--- config.mk ---
export PLATFORM = sky130hd
export DESIGN_NAME = axi_lite_tohost
export DESIGN_NICKNAME = d
export VERILOG_FILES = /design/src/rtl/axi_lite_tohost_pkg.sv /design/src/rtl/axi_lite_tohost.sv
export SDC_FILE = /design/constraint.sdc
export NUM_CORES = 1
export LEC_CHECK = 0
export ABC_AREA = 1
export BUFFER_PORTS_ARGS = -buffer_cell sky130_fd_sc_hd__buf_2
export CAP_MARGIN = 10
export CORE_UTILIZATION = 23
export DETAILED_ROUTE_END_ITERATION = 10
export PLACE_DENSITY = 0.41
export SLEW_MARGIN = 30
export SYNTH_ARGS = -nofsm -noshare
export SYNTH_HDL_FRONTEND = slang
export SYNTH_SLANG_ARGS = --single-unit
--- constraint.sdc ---
create_clock -name CLK -period 2.6 [get_ports CLK]
set_clock_uncertainty 0.2 [all_clocks]
set_input_delay 0.13 -clock CLK [delete_from_list [all_inputs] [get_ports CLK]]
set_output_delay 0.13 -clock CLK [all_outputs]
set_load 0.02 [all_outputs]
--- src/rtl/axi_lite_tohost_pkg.sv ---
// ============================================================================
//  Module : axi_lite_tohost_pkg
//  Brief  : Widths, register map, response codes and decode helpers for the
//           AXI4-Lite tohost/status register block.
//  Rev    : 1.0  initial release
// ============================================================================
`default_nettype none

package axi_lite_tohost_pkg;

    localparam int C_AXI_ADDR_WIDTH = 32;
    localparam int C_AXI_DATA_WIDTH = 32;
    localparam int C_AXI_STRB_WIDTH = C_AXI_DATA_WIDTH / 8;
    localparam int C_AXI_PROT_WIDTH = 3;
    localparam int C_AXI_RESP_WIDTH = 2;
    localparam int C_DATA_WIDTH     = 32;

    localparam logic [C_AXI_RESP_WIDTH-1:0] C_RESP_OKAY   = 2'b00;
    localparam logic [C_AXI_RESP_WIDTH-1:0] C_RESP_SLVERR = 2'b10;
    localparam logic [C_AXI_RESP_WIDTH-1:0] C_RESP_DECERR = 2'b11;

    localparam logic [C_AXI_ADDR_WIDTH-1:0] C_WINDOW_BYTES = 32'h0000_0014;

    // Word index within the window (offset[4:2])
    typedef enum logic [2:0] {
        REG_TOHOST   = 3'd0,
        REG_STATUS   = 3'd1,
        REG_CYCLE_LO = 3'd2,
        REG_CYCLE_HI = 3'd3,
        REG_LIMIT    = 3'd4
    } reg_sel_e;

    typedef enum logic [1:0] {
        WR_IDLE    = 2'd0,
        WR_HAVE_AW = 2'd1,
        WR_HAVE_W  = 2'd2,
        WR_RESP    = 2'd3
    } wr_state_e;

    typedef enum logic [0:0] {
        RD_IDLE = 1'b0,
        RD_RESP = 1'b1
    } rd_state_e;

    // Unsigned subtraction makes addresses below the base wrap to huge offsets
    function automatic logic in_window(input logic [C_AXI_ADDR_WIDTH-1:0] addr,
                                       input logic [C_AXI_ADDR_WIDTH-1:0] base);
        logic [C_AXI_ADDR_WIDTH-1:0] off;
        off = addr - base;
        return (off < C_WINDOW_BYTES);
    endfunction

    function automatic reg_sel_e reg_of(input logic [C_AXI_ADDR_WIDTH-1:0] addr,
                                        input logic [C_AXI_ADDR_WIDTH-1:0] base);
        logic [C_AXI_ADDR_WIDTH-1:0] off;
        off = addr - base;
        return reg_sel_e'(off[4:2]);
    endfunction

    function automatic logic [C_DATA_WIDTH-1:0] merge_strb(
        input logic [C_DATA_WIDTH-1:0]     old_val,
        input logic [C_DATA_WIDTH-1:0]     new_val,
        input logic [C_AXI_STRB_WIDTH-1:0] strb);
        logic [C_DATA_WIDTH-1:0] res;
        res = old_val;
        for (int i = 0; i < C_AXI_STRB_WIDTH; i++) begin
            if (strb[i]) res[i*8 +: 8] = new_val[i*8 +: 8];
        end
        return res;
    endfunction

endpackage

`default_nettype wire

--- src/rtl/axi_lite_tohost.sv ---
// ============================================================================
//  Module : axi_lite_tohost
//  Brief  : AXI4-Lite slave exposing TOHOST/STATUS/CYCLE/LIMIT registers that
//           signal program completion, exit code and a cycle-limit timeout.
//  Rev    : 1.0  initial release
// ============================================================================
`default_nettype none

module axi_lite_tohost
    import axi_lite_tohost_pkg::*;
#(
    parameter logic [C_AXI_ADDR_WIDTH-1:0] BASE_ADDR = 32'h0001_0000
) (
    input  logic                        CLK,
    input  logic                        RST,

    input  logic                        S_AXI_AWVALID,
    output logic                        S_AXI_AWREADY,
    input  logic [C_AXI_ADDR_WIDTH-1:0] S_AXI_AWADDR,
    input  logic [C_AXI_PROT_WIDTH-1:0] S_AXI_AWPROT,

    input  logic                        S_AXI_WVALID,
    output logic                        S_AXI_WREADY,
    input  logic [C_AXI_DATA_WIDTH-1:0] S_AXI_WDATA,
    input  logic [C_AXI_STRB_WIDTH-1:0] S_AXI_WSTRB,

    output logic                        S_AXI_BVALID,
    input  logic                        S_AXI_BREADY,
    output logic [C_AXI_RESP_WIDTH-1:0] S_AXI_BRESP,

    input  logic                        S_AXI_ARVALID,
    output logic                        S_AXI_ARREADY,
    input  logic [C_AXI_ADDR_WIDTH-1:0] S_AXI_ARADDR,
    input  logic [C_AXI_PROT_WIDTH-1:0] S_AXI_ARPROT,

    output logic                        S_AXI_RVALID,
    input  logic                        S_AXI_RREADY,
    output logic [C_AXI_DATA_WIDTH-1:0] S_AXI_RDATA,
    output logic [C_AXI_RESP_WIDTH-1:0] S_AXI_RRESP,

    output logic                        done,
    output logic [C_DATA_WIDTH-1:0]     exit_code,
    output logic                        timeout
);

    wr_state_e                      r_wstate;
    wr_state_e                      w_wstate_nxt;
    rd_state_e                      r_rstate;
    rd_state_e                      w_rstate_nxt;
    logic                           r_en;
    logic                           r_wr_first;
    logic [C_AXI_ADDR_WIDTH-1:0]    r_awaddr;
    logic [C_AXI_DATA_WIDTH-1:0]    r_wdata;
    logic [C_AXI_STRB_WIDTH-1:0]    r_wstrb;
    logic [C_AXI_DATA_WIDTH-1:0]    r_rdata;
    logic [C_AXI_RESP_WIDTH-1:0]    r_rresp;

    logic [C_DATA_WIDTH-1:0]        r_tohost;
    logic [C_DATA_WIDTH-1:0]        r_limit;
    logic [63:0]                    r_cycle;
    logic [31:0]                    r_snap_hi;
    logic                           r_done;
    logic [C_DATA_WIDTH-1:0]        r_exit_code;
    logic                           r_timeout;

    logic                           w_aw_hs;
    logic                           w_w_hs;
    logic                           w_ar_hs;
    logic                           w_wr_in_range;
    reg_sel_e                       w_wr_sel;
    logic [C_AXI_RESP_WIDTH-1:0]    w_bresp;
    logic                           w_do_write;
    logic [C_DATA_WIDTH-1:0]        w_wr_merged;
    logic                           w_done_set;
    logic                           w_timeout_set;
    logic                           w_freeze;
    logic                           w_rd_in_range;
    reg_sel_e                       w_rd_sel;
    logic [C_AXI_DATA_WIDTH-1:0]    w_rd_data;
    logic                           w_unused;

    assign w_unused = ^{S_AXI_AWPROT, S_AXI_ARPROT};

    assign S_AXI_AWREADY = r_en && (r_wstate == WR_IDLE || r_wstate == WR_HAVE_W);
    assign S_AXI_WREADY  = r_en && (r_wstate == WR_IDLE || r_wstate == WR_HAVE_AW);
    assign S_AXI_BVALID  = (r_wstate == WR_RESP);
    assign S_AXI_BRESP   = w_bresp;
    assign S_AXI_ARREADY = r_en && (r_rstate == RD_IDLE);
    assign S_AXI_RVALID  = (r_rstate == RD_RESP);
    assign S_AXI_RDATA   = r_rdata;
    assign S_AXI_RRESP   = r_rresp;

    assign done      = r_done;
    assign exit_code = r_exit_code;
    assign timeout   = r_timeout;

    assign w_aw_hs = S_AXI_AWVALID && S_AXI_AWREADY;
    assign w_w_hs  = S_AXI_WVALID  && S_AXI_WREADY;
    assign w_ar_hs = S_AXI_ARVALID && S_AXI_ARREADY;

    // ---------------- write channel ----------------
    always_comb begin
        w_wstate_nxt = r_wstate;
        case (r_wstate)
            WR_IDLE: begin
                if (w_aw_hs && w_w_hs) w_wstate_nxt = WR_RESP;
                else if (w_aw_hs)      w_wstate_nxt = WR_HAVE_AW;
                else if (w_w_hs)       w_wstate_nxt = WR_HAVE_W;
            end
            WR_HAVE_AW: if (w_w_hs)  w_wstate_nxt = WR_RESP;
            WR_HAVE_W:  if (w_aw_hs) w_wstate_nxt = WR_RESP;
            WR_RESP:    if (S_AXI_BREADY) w_wstate_nxt = WR_IDLE;
            default:    w_wstate_nxt = WR_IDLE;
        endcase
    end

    assign w_wr_in_range = in_window(r_awaddr, BASE_ADDR);
    assign w_wr_sel      = reg_of(r_awaddr, BASE_ADDR);

    always_comb begin
        w_bresp = C_RESP_OKAY;
        if (!w_wr_in_range)
            w_bresp = C_RESP_DECERR;
        else if (w_wr_sel != REG_TOHOST && w_wr_sel != REG_LIMIT)
            w_bresp = C_RESP_SLVERR;
    end

    // Register update happens at the end of the first BVALID cycle
    assign w_do_write  = r_wr_first && (w_bresp == C_RESP_OKAY);
    assign w_wr_merged = merge_strb((w_wr_sel == REG_TOHOST) ? r_tohost : r_limit,
                                    r_wdata, r_wstrb);

    assign w_done_set    = w_do_write && (w_wr_sel == REG_TOHOST) &&
                           (w_wr_merged != '0) && !r_done && !r_timeout;
    assign w_timeout_set = (r_limit != '0) && !r_done && !r_timeout &&
                           (r_cycle[31:0] == r_limit) && !w_done_set;
    // Freeze on the detecting edge too so CYCLE_LO stays equal to LIMIT
    assign w_freeze      = r_done || r_timeout || w_timeout_set;

    // ---------------- read channel ----------------
    always_comb begin
        w_rstate_nxt = r_rstate;
        case (r_rstate)
            RD_IDLE: if (w_ar_hs)      w_rstate_nxt = RD_RESP;
            RD_RESP: if (S_AXI_RREADY) w_rstate_nxt = RD_IDLE;
            default: w_rstate_nxt = RD_IDLE;
        endcase
    end

    assign w_rd_in_range = in_window(S_AXI_ARADDR, BASE_ADDR);
    assign w_rd_sel      = reg_of(S_AXI_ARADDR, BASE_ADDR);

    always_comb begin
        w_rd_data = '0;
        if (w_rd_in_range) begin
            case (w_rd_sel)
                REG_TOHOST:   w_rd_data = r_tohost;
                REG_STATUS:   w_rd_data = {30'd0, r_timeout, r_done};
                REG_CYCLE_LO: w_rd_data = r_cycle[31:0];
                REG_CYCLE_HI: w_rd_data = r_snap_hi;
                REG_LIMIT:    w_rd_data = r_limit;
                default:      w_rd_data = '0;
            endcase
        end
    end

    // ---------------- sequential ----------------
    always_ff @(posedge CLK) begin
        if (RST) begin
            r_en       <= 1'b0;
            r_wstate   <= WR_IDLE;
            r_rstate   <= RD_IDLE;
            r_wr_first <= 1'b0;
            r_awaddr   <= '0;
            r_wdata    <= '0;
            r_wstrb    <= '0;
            r_rdata    <= '0;
            r_rresp    <= C_RESP_OKAY;
        end else begin
            r_en       <= 1'b1;
            r_wstate   <= w_wstate_nxt;
            r_rstate   <= w_rstate_nxt;
            r_wr_first <= (w_wstate_nxt == WR_RESP) && (r_wstate != WR_RESP);
            if (w_aw_hs) r_awaddr <= S_AXI_AWADDR;
            if (w_w_hs) begin
                r_wdata <= S_AXI_WDATA;
                r_wstrb <= S_AXI_WSTRB;
            end
            if (w_ar_hs) begin
                r_rdata <= w_rd_data;
                r_rresp <= w_rd_in_range ? C_RESP_OKAY : C_RESP_DECERR;
            end
        end
    end

    always_ff @(posedge CLK) begin
        if (RST) begin
            r_tohost    <= '0;
            r_limit     <= '0;
            r_cycle     <= '0;
            r_snap_hi   <= '0;
            r_done      <= 1'b0;
            r_exit_code <= '0;
            r_timeout   <= 1'b0;
        end else begin
            if (w_do_write && w_wr_sel == REG_TOHOST) r_tohost <= w_wr_merged;
            if (w_do_write && w_wr_sel == REG_LIMIT)  r_limit  <= w_wr_merged;
            if (w_done_set) begin
                r_done      <= 1'b1;
                r_exit_code <= w_wr_merged;
            end
            if (w_timeout_set) r_timeout <= 1'b1;
            if (!w_freeze)     r_cycle   <= r_cycle + 64'd1;
            if (w_ar_hs && w_rd_in_range && w_rd_sel == REG_CYCLE_LO)
                r_snap_hi <= r_cycle[63:32];
        end
    end

endmodule

`default_nettype wire

==> results of run 1 <==
==> path summary, 6_finish.rpt <==
| check | from | end | slack, ps | cells after the start |
|---|---|---|---|---|
| max | r_awaddr[20] | r_cycle[46] | -20 | 15 |
| min | S_AXI_ARADDR[2] | r_snap_hi[21] | 40 | 5 |
| max reg2reg | r_awaddr[20] | r_cycle[46] | -20 | 15 |
| min reg2reg | r_wdata[16] | r_wdata[16] | 260 | 2 |
==> flip-flops by register name, summed over array words and instances, names as in the netlist, 2 cells and up <==
register and flops:
r_wdata 32, S_AXI_RDATA 32, r_awaddr 30, r_snap_hi 32
exit_code 32, r_wstrb 4, r_limit 32, r_cycle 64
r_tohost 32, r_wstate 2
==> cells by family (layout without fill, tap and decap cells) <==
group	Yosys count	count (layout)	synth area share (%)
buf+inv	400	800	10.49
flops	298	298	39.54
fa+ha+maj	1	1	0.08292
xor+xnor	69	69	4.006
simple gates	944	944	27.37
compound gates	534	534	18.51
==> layer usage <==
layer,vias to the layer above,share of wire (%)
met5,-,0.019
met4,2,2.8
met3,98,6.3
met2,556,45
met1,8035,45
li1,8202,-
==> metrics by stage <==
stage / power, mW / setup WS (ps) / cells / hold WS [ps]
finish: 11.01 / -16.85 / 3501 / 42.23
global route: 11.45 / -205.0 / 3501 / 74.17
CTS: 11.09 / -44.98 / 3486 / 9.669
detailed placement: 5.684 / -219.2 / 3312 / 191.0
global placement: 5.681 / -289.2 / 3312 / 187.1
floorplan: 5.303 / 260.4 / 2246 / 93.31
==> layout make-up <==
cell class                      instances  area (µm²)
Inverter                              271        1017
Clock inverter                         11       108.9
Fill cell                            7064       43550
Clock buffer                           58        1107
Sequential cell                       298        5991
Tap cell                              855        1070
Timing Repair Buffer                  460        3727
Multi-Input combinational cell       1548        8008
==> synth_stat cells <==
cell type,instances
nor4b_1,1
nor3_2,1
inv_1,267
nand4_1,64
nand2_1,423
a211oi_1,15
o21ai_1,6
and3_1,1
nor2_1,184
o2111ai_1,3
nand2_2,2
or2_2,6
clkbuf_2,1
nor3_1,50
buf_4,9
nand3_1,180
and2_1,1
xor2_1,63
o211ai_1,1
inv_2,1
nand3b_1,1
nand2_4,2
nor4_2,1
a21oi_1,290
nor2_4,1
a221oi_1,1
clkbuf_1,86
o31ai_1,1
o21ai_0,167
nor4_1,18
dfxtp_1,298
ha_1,1
nor2_2,3
or2_1,2
clkinv_1,3
buf_6,1
or3_1,2
o22ai_1,50
nor3b_1,1
buf_2,31
buf_1,1
xnor2_1,6
==> critical path, stage by stage, from the launching register on <==
cell	delay (ps)
dfxtp_4	370
nor2_4	140
nand2_2	90
buf_4	130
o21ai_0	140
nand4_1	150
nor2_2	110
nand4_1	100
nor2_1	140
buf_4	150
nand2_4	90
nand2_8	110
nand2_8	130
clkbuf_16	260
nand2_1	60
a21oi_1	60
==> repair_timing <==
item	in CTS	in global routing
hold endpoints to repair	141	0
pin swaps	9	46
resized for setup	22	137
buffers inserted	3	6
setup endpoints to repair	67	107
cloned	3	9
hold buffers	99	0
==> power groups by stage <==
stage | clock network [mW] | registers [mW] | logic, mW
2_1_floorplan | 0 | 4.78 | 0.526
3_3_place_gp | 0 | 4.78 | 0.896
3_5_place_dp | 0 | 4.79 | 0.898
4_1_cts | 5.38 | 4.69 | 1.03
5_1_grt | 5.56 | 4.70 | 1.19
6_report | 5.23 | 4.69 | 1.09
==> impl_results.html, run 1 <==
<table>
<tr><th>Metric</th><th>Value</th></tr>
<tr><th colspan="2">CTS</th></tr>
<tr><td>Clock tree from TritonCTS</td><td>built</td></tr>
<tr><td>Clock sink count</td><td>298</td></tr>
<tr><td>CTS H-tree lvls</td><td>2</td></tr>
<tr><td>CTS clock-pin slew for the worst setup and hold paths</td><td>60 ps</td></tr>
<tr><td>Root buffer cell</td><td>clkbuf_16</td></tr>
<tr><td>Max Buffers Root-to-Sink</td><td>3</td></tr>
<tr><td>Clk_lat worst skew</td><td>about 570 ps</td></tr>
<tr><td>Number of clock buffers inserted by TritonCTS</td><td>38</td></tr>
<tr><th colspan="2">Timing</th></tr>
<tr><td>RSZ-0062 raised after global routing</td><td>true</td></tr>
<tr><td>Setup-failing EPs final</td><td>13</td></tr>
<tr><td>Fraction of the cycle the final worst path needs</td><td>100.6%</td></tr>
<tr><td>Total count of max-transition violations in the final report</td><td>0</td></tr>
<tr><td>Max Freq</td><td>0.3821 GHz</td></tr>
<tr><td>Crit path time final</td><td>roughly 2600 ps</td></tr>
<tr><td>Final hold violation count</td><td>0</td></tr>
<tr><td>TNS Setup</td><td>-92.60 ps</td></tr>
<tr><td>Worst slew pin tran</td><td>882.8 ps</td></tr>
<tr><td>Max-slew headroom</td><td>approximately two fifths</td></tr>
<tr><td>Final worst slack</td><td>-16.85 ps</td></tr>
<tr><th colspan="2">Synthesis</th></tr>
<tr><td>Synth unique cells</td><td>42</td></tr>
<tr><td>Post-synthesis sequential element count</td><td>298</td></tr>
<tr><td>Mean area per synthesized cell</td><td>6.717 µm²</td></tr>
<tr><td>Total nets after synthesis</td><td>2360</td></tr>
<tr><td>Proportion of netlist area held by the largest area contributor</td><td>39.54%</td></tr>
<tr><td>Top area cells in the synthesized netlist</td><td>dfxtp_1, nand2_1, a21oi_1</td></tr>
<tr><td>Sequential fraction of the synthesis area</td><td>39.54%</td></tr>
<tr><td>Cell type with the largest total area after synthesis</td><td>dfxtp_1</td></tr>
<tr><td>Cell area after synthesis</td><td>15090 µm²</td></tr>
<tr><td>Yosys warns</td><td>0</td></tr>
<tr><td>Number of cells produced by synthesis</td><td>roughly 2200</td></tr>
<tr><th colspan="2">Pwr</th></tr>
<tr><td>Clock network fraction of total power</td><td>47.5%</td></tr>
<tr><td>Total power divided by cell area</td><td>approximately 520 nW/µm²</td></tr>
<tr><td>Share of total power in combinational logic</td><td>9.9%</td></tr>
<tr><td>Sw Ratio</td><td>26.15%</td></tr>
<tr><td>Peak ir drop on the vdd network</td><td>0.4288 mV</td></tr>
<tr><td>Switching power total</td><td>2.880 mW</td></tr>
<tr><td>Portion of total power attributed to sequential cells</td><td>between 40% and 50%</td></tr>
<tr><td>Int Power</td><td>8.131 mW</td></tr>
<tr><td>Leakage Power</td><td>8.495 nW</td></tr>
<tr><th colspan="2">Routing</th></tr>
<tr><td>ANT nets after route</td><td>0</td></tr>
<tr><td>Detailed-route wire length per cell</td><td>19.61 µm</td></tr>
<tr><td>Routed WL</td><td>68640 µm</td></tr>
<tr><td>Length of the first detailed-routing pass in iterations</td><td>5</td></tr>
<tr><td>Via count</td><td>16890</td></tr>
<tr><td>DR DRC count</td><td>0</td></tr>
<tr><td>Drt initial violations</td><td>1312</td></tr>
<tr><td>Average via count per standard cell</td><td>4.825</td></tr>
<tr><th colspan="2">Min path</th></tr>
<tr><td>Type of the most critical hold path</td><td>primary input to register</td></tr>
<tr><th colspan="2">GRT</th></tr>
<tr><td>Overflow left after global routing</td><td>0</td></tr>
<tr><td>Aggregate global-route resource usage</td><td>19.41%</td></tr>
<tr><td>Global-route layer with the greatest usage</td><td>met2</td></tr>
<tr><td>Maximum number of pins on one net before global-route repair</td><td>91</td></tr>
<tr><td>GR Util met1</td><td>26.41%</td></tr>
<tr><td>Number of global-route vias before repair</td><td>15990</td></tr>
<tr><td>Antenna violations before repair</td><td>1</td></tr>
<tr><td>Wire length of the first global-routing pass</td><td>98190 µm</td></tr>
<tr><td>Grt met3 use</td><td>3.210%</td></tr>
<tr><td>Global Route met2 Usage</td><td>between 30% and 40%</td></tr>
<tr><th colspan="2">Finish</th></tr>
<tr><td>Area Growth Syn to Fin</td><td>39.38%</td></tr>
<tr><td>Most used cells in the layout excluding fill and tap cells</td><td>nand2_1, dfxtp_1, a21oi_1</td></tr>
<tr><td>Total number of nets in the final design</td><td>roughly 2700</td></tr>
<tr><td>Count of antenna diodes in the layout</td><td>0</td></tr>
<tr><td>Non-Filler Cell Area, Final</td><td>21030 µm²</td></tr>
<tr><td>Share of final-layout standard cells stronger than drive strength 1</td><td>about 21%</td></tr>
<tr><td>Post-layout util</td><td>32.56%</td></tr>
<tr><td>Most frequent standard cell in the layout excluding fill and tap cells</td><td>nand2_1</td></tr>
<tr><th colspan="2">Worst setup path</th></tr>
<tr><td>Endpoint arrival time on the critical path</td><td>between 2000 and 3000 ps</td></tr>
<tr><td>Category of the worst setup path launch point</td><td>register</td></tr>
<tr><td>Type of the worst setup path</td><td>register to register</td></tr>
<tr><td>CP endpoint kind</td><td>register</td></tr>
<tr><td>Largest driver fanout on the critical path</td><td>8</td></tr>
<tr><td>Required time reported for the critical path endpoint</td><td>2790 ps</td></tr>
<tr><th colspan="2">Run status</th></tr>
<tr><td>Outcome</td><td>finished with violations</td></tr>
<tr><td>Violations in the final reports</td><td>negative setup slack</td></tr>
<tr><th colspan="2">Floorplan</th></tr>
<tr><td>Area of the die</td><td>66620 µm²</td></tr>
<tr><td>Die outline height</td><td>258.1 µm</td></tr>
<tr><td>Width of the die</td><td>between 200 and 300 µm</td></tr>
<tr><td>Initial cell density of the core</td><td>23.36%</td></tr>
<tr><td>Cell Rows</td><td>93</td></tr>
<tr><td>Core area</td><td>64580 µm²</td></tr>
<tr><td>I/O pins</td><td>188</td></tr>
<tr><th colspan="2">Placement</th></tr>
<tr><td>Total half-perimeter wirelength after legalization and detailed placement</td><td>49700 µm</td></tr>
<tr><td>Post-placement cell area</td><td>17960 µm²</td></tr>
<tr><td>Routability Congestion</td><td>0.9268</td></tr>
<tr><td>IO Port Bufs</td><td>between 150 and 200</td></tr>
<tr><th colspan="2">Flow run</th></tr>
<tr><td>Max-capacitance violation count</td><td>0</td></tr>
</table>
No activity file was read; power rests on OpenSTA's default activity.
==> inputs of run 2 (changes only) <==
--- a/config.mk
+++ b/config.mk
@@ -9,7 +9,10 @@
 export BUFFER_PORTS_ARGS = -buffer_cell sky130_fd_sc_hd__buf_2
 export CAP_MARGIN = 10
 export CORE_UTILIZATION = 23
+export CTS_CLUSTER_DIAMETER = 40
 export DETAILED_ROUTE_END_ITERATION = 10
+export GPL_TIMING_DRIVEN = 0
+export HOLD_SLACK_MARGIN = 0.06
 export PLACE_DENSITY = 0.41
 export SLEW_MARGIN = 30
 export SYNTH_ARGS = -nofsm -noshare
==> run 2 against run 1 <==
The run still ends with negative setup slack left. Via count is 4.5% higher. Power is 29% higher. Critical path depth is 3 higher. Fmax is 6.3% lower. Global-route usage is 2.9 points higher. Wire length is 13% higher. Cell count is 2.5% higher. Combinational power is 24% higher. Cell area is 7.6% higher. Hold slack better by 76 ps. First-iteration DRC count is 11% higher. Worst setup slack worse by 180 ps. Critical endpoint is now exit_code[30].
==> impl_results.html, run 2 (synthesized netlist as in run 1, its figures left out) <==
<table>
<tr><th>Metric</th><th>Value</th></tr>
<tr><th colspan="2">Run status</th></tr>
<tr><td>Outcome</td><td>finished with violations</td></tr>
<tr><td>Violations in the final reports</td><td>negative setup slack</td></tr>
<tr><th colspan="2">Worst setup path</th></tr>
<tr><td>Category of the worst setup path launch point</td><td>register</td></tr>
<tr><td>Endpoint arrival time on the critical path</td><td>3080 ps (+270 ps)</td></tr>
<tr><td>Type of the worst setup path</td><td>register to register</td></tr>
<tr><td>Largest driver fanout on the critical path</td><td>10 (+2)</td></tr>
<tr><td>R2R cell count</td><td>18 (+3)</td></tr>
<tr><td>Required time reported for the critical path endpoint</td><td>2890 ps (+100 ps)</td></tr>
<tr><td>CP endpoint kind</td><td>register</td></tr>
<tr><th colspan="2">CTS</th></tr>
<tr><td>Root buffer cell</td><td>clkbuf_16</td></tr>
<tr><td>CTS clock-pin slew for the worst setup and hold paths</td><td>60 ps (about the same)</td></tr>
<tr><td>Clock tree from TritonCTS</td><td>built</td></tr>
<tr><td>Max Buffers Root-to-Sink</td><td>3 (unchanged)</td></tr>
<tr><td>Clock sink count</td><td>298 (unchanged)</td></tr>
<tr><td>Number of clock buffers inserted by TritonCTS</td><td>59 (+55%)</td></tr>
<tr><td>Clk_lat worst skew</td><td>630 ps (+60 ps)</td></tr>
<tr><td>CTS H-tree lvls</td><td>2 (unchanged)</td></tr>
<tr><th colspan="2">Routing</th></tr>
<tr><td>Length of the first detailed-routing pass in iterations</td><td>5 (unchanged)</td></tr>
<tr><td>ANT nets after route</td><td>0 (unchanged)</td></tr>
<tr><td>Average via count per standard cell</td><td>4.920 (+2.0%)</td></tr>
<tr><td>Drt initial violations</td><td>1452 (+11%)</td></tr>
<tr><td>Via count</td><td>17660 (+4.5%)</td></tr>
<tr><td>Detailed-route wire length per cell</td><td>21.54 µm (+9.9%)</td></tr>
<tr><td>DR DRC count</td><td>0 (unchanged)</td></tr>
<tr><td>Routed WL</td><td>77320 µm (+13%)</td></tr>
<tr><th colspan="2">Finish</th></tr>
<tr><td>Filler Cells Inserted</td><td>6933 (-1.9%)</td></tr>
<tr><td>Non-filler cells in the finished layout</td><td>3589 (+2.5%)</td></tr>
<tr><td>Total area of sequential cells</td><td>5989 µm² (about the same)</td></tr>
<tr><td>Share of final-layout standard cells stronger than drive strength 1</td><td>23.26% (+2.5 points)</td></tr>
<tr><td>Most frequent standard cell in the layout excluding fill and tap cells</td><td>nand2_1</td></tr>
<tr><td>Most flop-heavy register</td><td>r_cycle</td></tr>
<tr><td>Post-layout util</td><td>35.05% (+2.5 points)</td></tr>
<tr><td>Area Growth Syn to Fin</td><td>50.03%</td></tr>
<tr><td>Most used cells in the layout excluding fill and tap cells</td><td>nand2_1, dfxtp_1, a21oi_1</td></tr>
<tr><td>Total number of nets in the final design</td><td>2798 (+2.5%)</td></tr>
<tr><td>Count of antenna diodes in the layout</td><td>0 (unchanged)</td></tr>
<tr><td>Multi-input logic area</td><td>8534 µm² (+6.6%)</td></tr>
<tr><td>Flip-flop count of the largest register, all copies and words added</td><td>64 (unchanged)</td></tr>
<tr><th colspan="2">Timing</th></tr>
<tr><td>Post-route worst hold slack</td><td>118.6 ps (+76.37 ps)</td></tr>
<tr><td>Total count of max-transition violations in the final report</td><td>0 (unchanged)</td></tr>
<tr><td>Final hold violation count</td><td>0 (unchanged)</td></tr>
<tr><td>Crit path time final</td><td>2793 ps (+176.1 ps)</td></tr>
<tr><td>Setup-failing EPs final</td><td>102 (+89)</td></tr>
<tr><td>Final worst slack</td><td>-193.0 ps (-176.1 ps)</td></tr>
<tr><td>RSZ-0062 raised after global routing</td><td>true</td></tr>
<tr><td>Max Freq</td><td>0.3580 GHz (-6.3%)</td></tr>
<tr><td>Fraction of the cycle the final worst path needs</td><td>107.4% (+6.8 points)</td></tr>
<tr><td>Worst slew pin tran</td><td>986.4 ps (+103.6 ps)</td></tr>
<tr><td>TNS Setup</td><td>-12510 ps (-12420 ps)</td></tr>
<tr><td>Max-slew headroom</td><td>34.24% (-6.9 points)</td></tr>
<tr><th colspan="2">Pwr</th></tr>
<tr><td>Clock network fraction of total power</td><td>57.3% (+9.8 points)</td></tr>
<tr><td>Int Power</td><td>10.48 mW (+29%)</td></tr>
<tr><td>Peak ir drop on the vdd network</td><td>0.4693 mV (+9.4%)</td></tr>
<tr><td>Share of total power in combinational logic</td><td>9.5% (-0.4 points)</td></tr>
<tr><td>Sw Ratio</td><td>26.13% (about the same)</td></tr>
<tr><td>Switching power total</td><td>3.706 mW (+29%)</td></tr>
<tr><td>Portion of total power attributed to sequential cells</td><td>33.2% (-9.4 points)</td></tr>
<tr><td>Leakage Power</td><td>8.949 nW (+5.4%)</td></tr>
<tr><td>Total power divided by cell area</td><td>626.6 nW/µm² (+20%)</td></tr>
<tr><th colspan="2">Floorplan</th></tr>
<tr><td>Cell Rows</td><td>93 (unchanged)</td></tr>
<tr><td>Width of the die</td><td>258.1 µm (unchanged)</td></tr>
<tr><td>Core area</td><td>64580 µm² (unchanged)</td></tr>
<tr><td>Area of the die</td><td>66620 µm² (unchanged)</td></tr>
<tr><td>Initial cell density of the core</td><td>23.36% (unchanged)</td></tr>
<tr><td>I/O pins</td><td>188 (unchanged)</td></tr>
<tr><td>Die outline height</td><td>258.1 µm (unchanged)</td></tr>
<tr><th colspan="2">GRT</th></tr>
<tr><td>Wire length of the first global-routing pass</td><td>111000 µm (+13%)</td></tr>
<tr><td>Aggregate global-route resource usage</td><td>22.31% (+2.9 points)</td></tr>
<tr><td>Overflow left after global routing</td><td>0 (unchanged)</td></tr>
<tr><td>Maximum number of pins on one net before global-route repair</td><td>18 (-80%)</td></tr>
<tr><td>Antenna violations before repair</td><td>0 (-1)</td></tr>
<tr><td>Number of global-route vias before repair</td><td>17250 (+7.9%)</td></tr>
<tr><th colspan="2">Placement</th></tr>
<tr><td>Total half-perimeter wirelength after legalization and detailed placement</td><td>58880 µm (+18%)</td></tr>
<tr><td>Routability Congestion</td><td>0.9588 (+3.5%)</td></tr>
<tr><td>Total instance count after detailed placement</td><td>3277 (-1.1%)</td></tr>
<tr><td>IO Port Bufs</td><td>176 (-0.56%)</td></tr>
<tr><th colspan="2">Min path</th></tr>
<tr><td>Cell depth of the worst min-delay path</td><td>4 (-1)</td></tr>
<tr><td>Type of the most critical hold path</td><td>primary input to register</td></tr>
<tr><th colspan="2">Flow run</th></tr>
<tr><td>Max-capacitance violation count</td><td>0 (unchanged)</td></tr>
</table>
[run 2: layout make-up]
class	instances	share of cell area, %
clock inverter	44	2.565
timing repair buffer	380	13.42
inverter	271	4.582
buffer	122	3.626
tap	855	4.726
clock buffer	67	6.921
sequential	298	26.46
multi-input combinational	1552	37.70
[run 2: metal layers]
| metal | GRT usage, % | part of all wire (%) | vias up |
|---|---|---|---|
| met3 | 2.797 | 5.5 | 101 |
| li1 | - | - | 8384 |
| met4 | 6.131 | 2.3 | 0 |
| met1 | 31.56 | 48 | 8598 |
| met2 | 35.38 | 44 | 575 |
| met5 | 0 | 0 | - |
[run 2: timing repair]
item	CTS	global route
hold buffers	133	0
cloned	8	6
pin swaps	31	51
hold endpoints to repair	99	0
setup buffers	42	21
setup endpoints to repair	229	268
gates resized for setup	223	204
[run 2: final timing paths]
check | start | endpoint | slack [ps]
setup / recovery | r_awaddr[2] | exit_code[30] | -190
hold / removal | S_AXI_WDATA[9] | r_wdata[9] | 120
setup reg to reg | r_awaddr[2] | exit_code[30] | -190
hold reg to reg | r_wdata[22] | r_wdata[22] | 250
[run 2: worst max-delay path: stages (launching register included)]
cell and delay (ps):
dfxtp_2 330, nor2_4 210, nand2_4 140, buf_8 180, nand2_1 60, nand3_1 60
nand2_1 90, nand2_1 90, nor2_4 180, nand2_1 100, nor2_2 130, a21oi_2 80
nand2_4 150, buf_6 120, clkinvlp_4 80, buf_12 150, clkbuf_16 170, nor2_4 70
a21oi_1 40
[run 2: per-stage QoR]
| step | total power [mW] | instance area, µm² | setup WS (ps) |
|---|---|---|---|
| after floorplan | 5.303 | 15090 | 260.4 |
| after global placement | 5.687 | 17040 | -750.4 |
| after detailed placement | 5.688 | 17050 | -780.9 |
| after CTS | 14.19 | 21700 | -158.1 |
| after global routing | 14.66 | 22640 | -303.5 |
| final | 14.18 | 22640 | -193.0 |
[run 2: power by group through the flow]
stage	clock network (mW)	registers [mW]	logic, mW
floorplan	0	4.78	0.526
global placement	0	4.79	0.897
detailed placement	0	4.79	0.896
CTS	8.26	4.70	1.23
global route	8.50	4.71	1.45
finish	8.13	4.71	1.35
==> inputs of run 3 (changes only) <==
--- a/config.mk
+++ b/config.mk
@@ -14,6 +14,7 @@
 export GPL_TIMING_DRIVEN = 0
 export HOLD_SLACK_MARGIN = 0.06
 export PLACE_DENSITY = 0.41
+export REMOVE_ABC_BUFFERS = 1
 export SLEW_MARGIN = 30
 export SYNTH_ARGS = -nofsm -noshare
 export SYNTH_HDL_FRONTEND = slang
==> run 3 against run 2 <==
The flow still finishes with violations (negative setup slack). Sequential share of layout area down 0.97 points. Fmax up 0.84%. Combinational power about the same. Via count down 1.4%. Clock power down 0.9%. Power down 0.41%. Sequential power about the same. Hold slack worse by 50 ps. Critical path type unchanged. Largest power group unchanged.
==> impl_results.html, run 3 (synthesized netlist as in run 1, its figures left out) <==
<table>
<tr><th>Metric</th><th>Value</th></tr>
<tr><th colspan="2">Floorplan</th></tr>
<tr><td>Core area</td><td>64580 µm² (unchanged)</td></tr>
<tr><td>Initial cell density of the core</td><td>23.36% (unchanged)</td></tr>
<tr><td>Area of the die</td><td>66620 µm² (unchanged)</td></tr>
<tr><td>Cell Rows</td><td>93 (unchanged)</td></tr>
<tr><td>Width of the die</td><td>258.1 µm (unchanged)</td></tr>
<tr><td>I/O pins</td><td>188 (unchanged)</td></tr>
<tr><td>Die outline height</td><td>258.1 µm (unchanged)</td></tr>
<tr><th colspan="2">Finish</th></tr>
<tr><td>Area Growth Syn to Fin</td><td>56.24%</td></tr>
<tr><td>Most used cells in the layout excluding fill and tap cells</td><td>nand2_1, dfxtp_1, inv_1</td></tr>
<tr><td>Most flop-heavy register</td><td>r_cycle</td></tr>
<tr><td>Share of final-layout standard cells stronger than drive strength 1</td><td>27.88% (+4.6 points)</td></tr>
<tr><td>Total area of sequential cells</td><td>6008 µm² (+0.31%)</td></tr>
<tr><td>Total number of nets in the final design</td><td>2743 (-2.0%)</td></tr>
<tr><td>Count of antenna diodes in the layout</td><td>0 (unchanged)</td></tr>
<tr><td>Filler Cells Inserted</td><td>6829 (-1.5%)</td></tr>
<tr><td>Multi-input logic area</td><td>9463 µm² (+11%)</td></tr>
<tr><td>Flip-flop count of the largest register, all copies and words added</td><td>64 (unchanged)</td></tr>
<tr><td>Most frequent standard cell in the layout excluding fill and tap cells</td><td>nand2_1</td></tr>
<tr><th colspan="2">Worst setup path</th></tr>
<tr><td>CP endpoint kind</td><td>register</td></tr>
<tr><td>Largest driver fanout on the critical path</td><td>8 (-2)</td></tr>
<tr><td>Required time reported for the critical path endpoint</td><td>2940 ps (+50 ps)</td></tr>
<tr><td>Type of the worst setup path</td><td>register to register</td></tr>
<tr><td>Endpoint arrival time on the critical path</td><td>3110 ps (+30 ps)</td></tr>
<tr><td>Category of the worst setup path launch point</td><td>register</td></tr>
<tr><th colspan="2">Pwr</th></tr>
<tr><td>Peak ir drop on the vdd network</td><td>0.4780 mV (+1.8%)</td></tr>
<tr><td>Clock network fraction of total power</td><td>57.0% (-0.3 points)</td></tr>
<tr><td>Switching power total</td><td>3.713 mW (+0.18%)</td></tr>
<tr><td>Share of total power in combinational logic</td><td>9.6% (about the same)</td></tr>
<tr><td>Portion of total power attributed to sequential cells</td><td>33.4% (+0.2 points)</td></tr>
<tr><td>Overall power after layout</td><td>14.13 mW (-0.41%)</td></tr>
<tr><td>Int Power</td><td>10.41 mW (-0.61%)</td></tr>
<tr><td>Total power divided by cell area</td><td>599.3 nW/µm² (-4.4%)</td></tr>
<tr><td>Leakage Power</td><td>9.304 nW (+4.0%)</td></tr>
<tr><td>Sw Ratio</td><td>26.28% (+0.15 points)</td></tr>
<tr><th colspan="2">GRT</th></tr>
<tr><td>Maximum number of pins on one net before global-route repair</td><td>78 (+60)</td></tr>
<tr><td>Antenna violations before repair</td><td>0 (unchanged)</td></tr>
<tr><td>Overflow left after global routing</td><td>0 (unchanged)</td></tr>
<tr><td>GR Util met1</td><td>28.04% (-3.5 points)</td></tr>
<tr><td>Global Route met2 Usage</td><td>34.86% (-0.52 points)</td></tr>
<tr><td>Grt met3 use</td><td>3.406% (+0.61 points)</td></tr>
<tr><td>Aggregate global-route resource usage</td><td>21.25% (-1.1 points)</td></tr>
<tr><td>Global-route layer with the greatest usage</td><td>met2</td></tr>
<tr><td>Number of global-route vias before repair</td><td>16870 (-2.2%)</td></tr>
<tr><td>Wire length of the first global-routing pass</td><td>107000 µm (-3.6%)</td></tr>
<tr><th colspan="2">Flow run</th></tr>
<tr><td>Max-capacitance violation count</td><td>0 (unchanged)</td></tr>
<tr><th colspan="2">Timing</th></tr>
<tr><td>Setup-failing EPs final</td><td>100 (-2.0%)</td></tr>
<tr><td>Total count of max-transition violations in the final report</td><td>0 (unchanged)</td></tr>
<tr><td>Max-slew headroom</td><td>45.84% (+12 points)</td></tr>
<tr><td>Crit path time final</td><td>2770 ps (-23.24 ps)</td></tr>
<tr><td>Final worst slack</td><td>-169.7 ps (+23.24 ps)</td></tr>
<tr><td>Final hold violation count</td><td>0 (unchanged)</td></tr>
<tr><td>Worst slew pin tran</td><td>809.6 ps (-176.8 ps)</td></tr>
<tr><td>TNS Setup</td><td>-10890 ps (+1620 ps)</td></tr>
<tr><td>RSZ-0062 raised after global routing</td><td>true</td></tr>
<tr><td>Fraction of the cycle the final worst path needs</td><td>106.5% (-0.89 points)</td></tr>
<tr><td>Max Freq</td><td>0.3610 GHz (+0.84%)</td></tr>
<tr><th colspan="2">Placement</th></tr>
<tr><td>IO Port Bufs</td><td>177 (+0.57%)</td></tr>
<tr><td>Total half-perimeter wirelength after legalization and detailed placement</td><td>48070 µm (-18%)</td></tr>
<tr><td>Routability Congestion</td><td>0.8680 (-9.5%)</td></tr>
<tr><th colspan="2">Routing</th></tr>
<tr><td>DR DRC count</td><td>0 (unchanged)</td></tr>
<tr><td>Via count</td><td>17410 (-1.4%)</td></tr>
<tr><td>Length of the first detailed-routing pass in iterations</td><td>5 (unchanged)</td></tr>
<tr><td>Average via count per standard cell</td><td>4.925 (+0.10%)</td></tr>
<tr><td>Detailed-route wire length per cell</td><td>21.18 µm (-1.7%)</td></tr>
<tr><td>Routed WL</td><td>74860 µm (-3.2%)</td></tr>
<tr><td>Drt initial violations</td><td>1195 (-18%)</td></tr>
<tr><td>ANT nets after route</td><td>0 (unchanged)</td></tr>
<tr><th colspan="2">CTS</th></tr>
<tr><td>Clock sink count</td><td>298 (unchanged)</td></tr>
<tr><td>Max Buffers Root-to-Sink</td><td>3 (unchanged)</td></tr>
<tr><td>CTS clock-pin slew for the worst setup and hold paths</td><td>50 ps (about the same)</td></tr>
<tr><td>Clk_lat worst skew</td><td>630 ps (about the same)</td></tr>
<tr><td>Number of clock buffers inserted by TritonCTS</td><td>59 (unchanged)</td></tr>
<tr><td>CTS H-tree lvls</td><td>2 (unchanged)</td></tr>
<tr><td>Clock tree from TritonCTS</td><td>built</td></tr>
<tr><td>Root buffer cell</td><td>clkbuf_16</td></tr>
<tr><th colspan="2">Run status</th></tr>
<tr><td>Violations in the final reports</td><td>negative setup slack</td></tr>
<tr><td>Outcome</td><td>finished with violations</td></tr>
<tr><th colspan="2">Min path</th></tr>
<tr><td>Type of the most critical hold path</td><td>primary input to register</td></tr>
</table>
[run 3: metrics by stage]
stage	cell area, µm²	util (%)	hold WS [ps]	std cells	setup WS, ps
3_3_place_gp	16480	25.51	193.4	3149	-4728
3_5_place_dp	16870	26.13	186.8	3163	-2472
2_1_floorplan	14520	-	-0.9342	2117	-1457
4_1_cts	22250	34.45	61.99	3499	-132.9
6_report	23570	36.50	68.36	3534	-169.7
5_1_grt	23570	36.50	125.2	3534	-286.5
[run 3: final cells by class]
type                            count  area share (%)
Multi-Input combinational cell   1569           40.15
Timing Repair Buffer              426           16.12
Tap cell                          855           4.538
Clock buffer                       69           6.550
Clock inverter                     42           2.346
Timing Repair inverter              4          0.1964
Sequential cell                   298           25.49
Inverter                          271           4.618
[run 3: power groups by stage]
stage          sequential [mW]  combinational (mW)  clock [mW]
6_report                  4.72                1.35        8.06
5_1_grt                   4.73                1.46        8.41
4_1_cts                   4.71                1.21        8.19
3_5_place_dp              4.80               0.817           0
3_3_place_gp              4.80               0.793           0
2_1_floorplan             4.78               0.451           0
[run 3: repair_timing]
| item | 4_1_cts | 5_1_grt |
|---|---|---|
| setup endpoints to repair | 241 | 247 |
| gates resized for setup | 235 | 283 |
| buffers inserted | 37 | 31 |
| gates cloned | 25 | 8 |
| hold endpoints to repair | 194 | 0 |
| pin swaps | 41 | 79 |
| hold buffers | 163 | 0 |
[run 3: worst max-delay path: stages (launching register included)]
cell and delay [ps]:
dfxtp_4 350, nor2_4 120, buf_12 140, buf_12 110
nand2_8 120, nand2_4 110, nand3_2 70, nand2_2 100
nand2_2 70, nor2_4 160, nand2_2 80, nor2_4 150
a21oi_4 100, nand2_8 130, nand2_8 170, nand2_8 230
nand2_2 80, a21oi_2 150
[run 3: path summary, 6_finish.rpt]
kind	cells after the start	slack, ps	start	end
worst min-delay path	7	70	S_AXI_ARADDR[19]	r_snap_hi[7]
worst min register to register	2	250	r_wdata[14]	r_wdata[14]
worst max register to register	17	-170	r_awaddr[2]	r_cycle[2]
worst max-delay path	17	-170	r_awaddr[2]	r_cycle[2]
[run 3: layer usage]
metal  wire [µm]  vias to the layer above
li1            -                     8296
met5           0                        -
met1       34080                     8468
met3        4210                      113
met4        2329                        0
met2       34240                      528
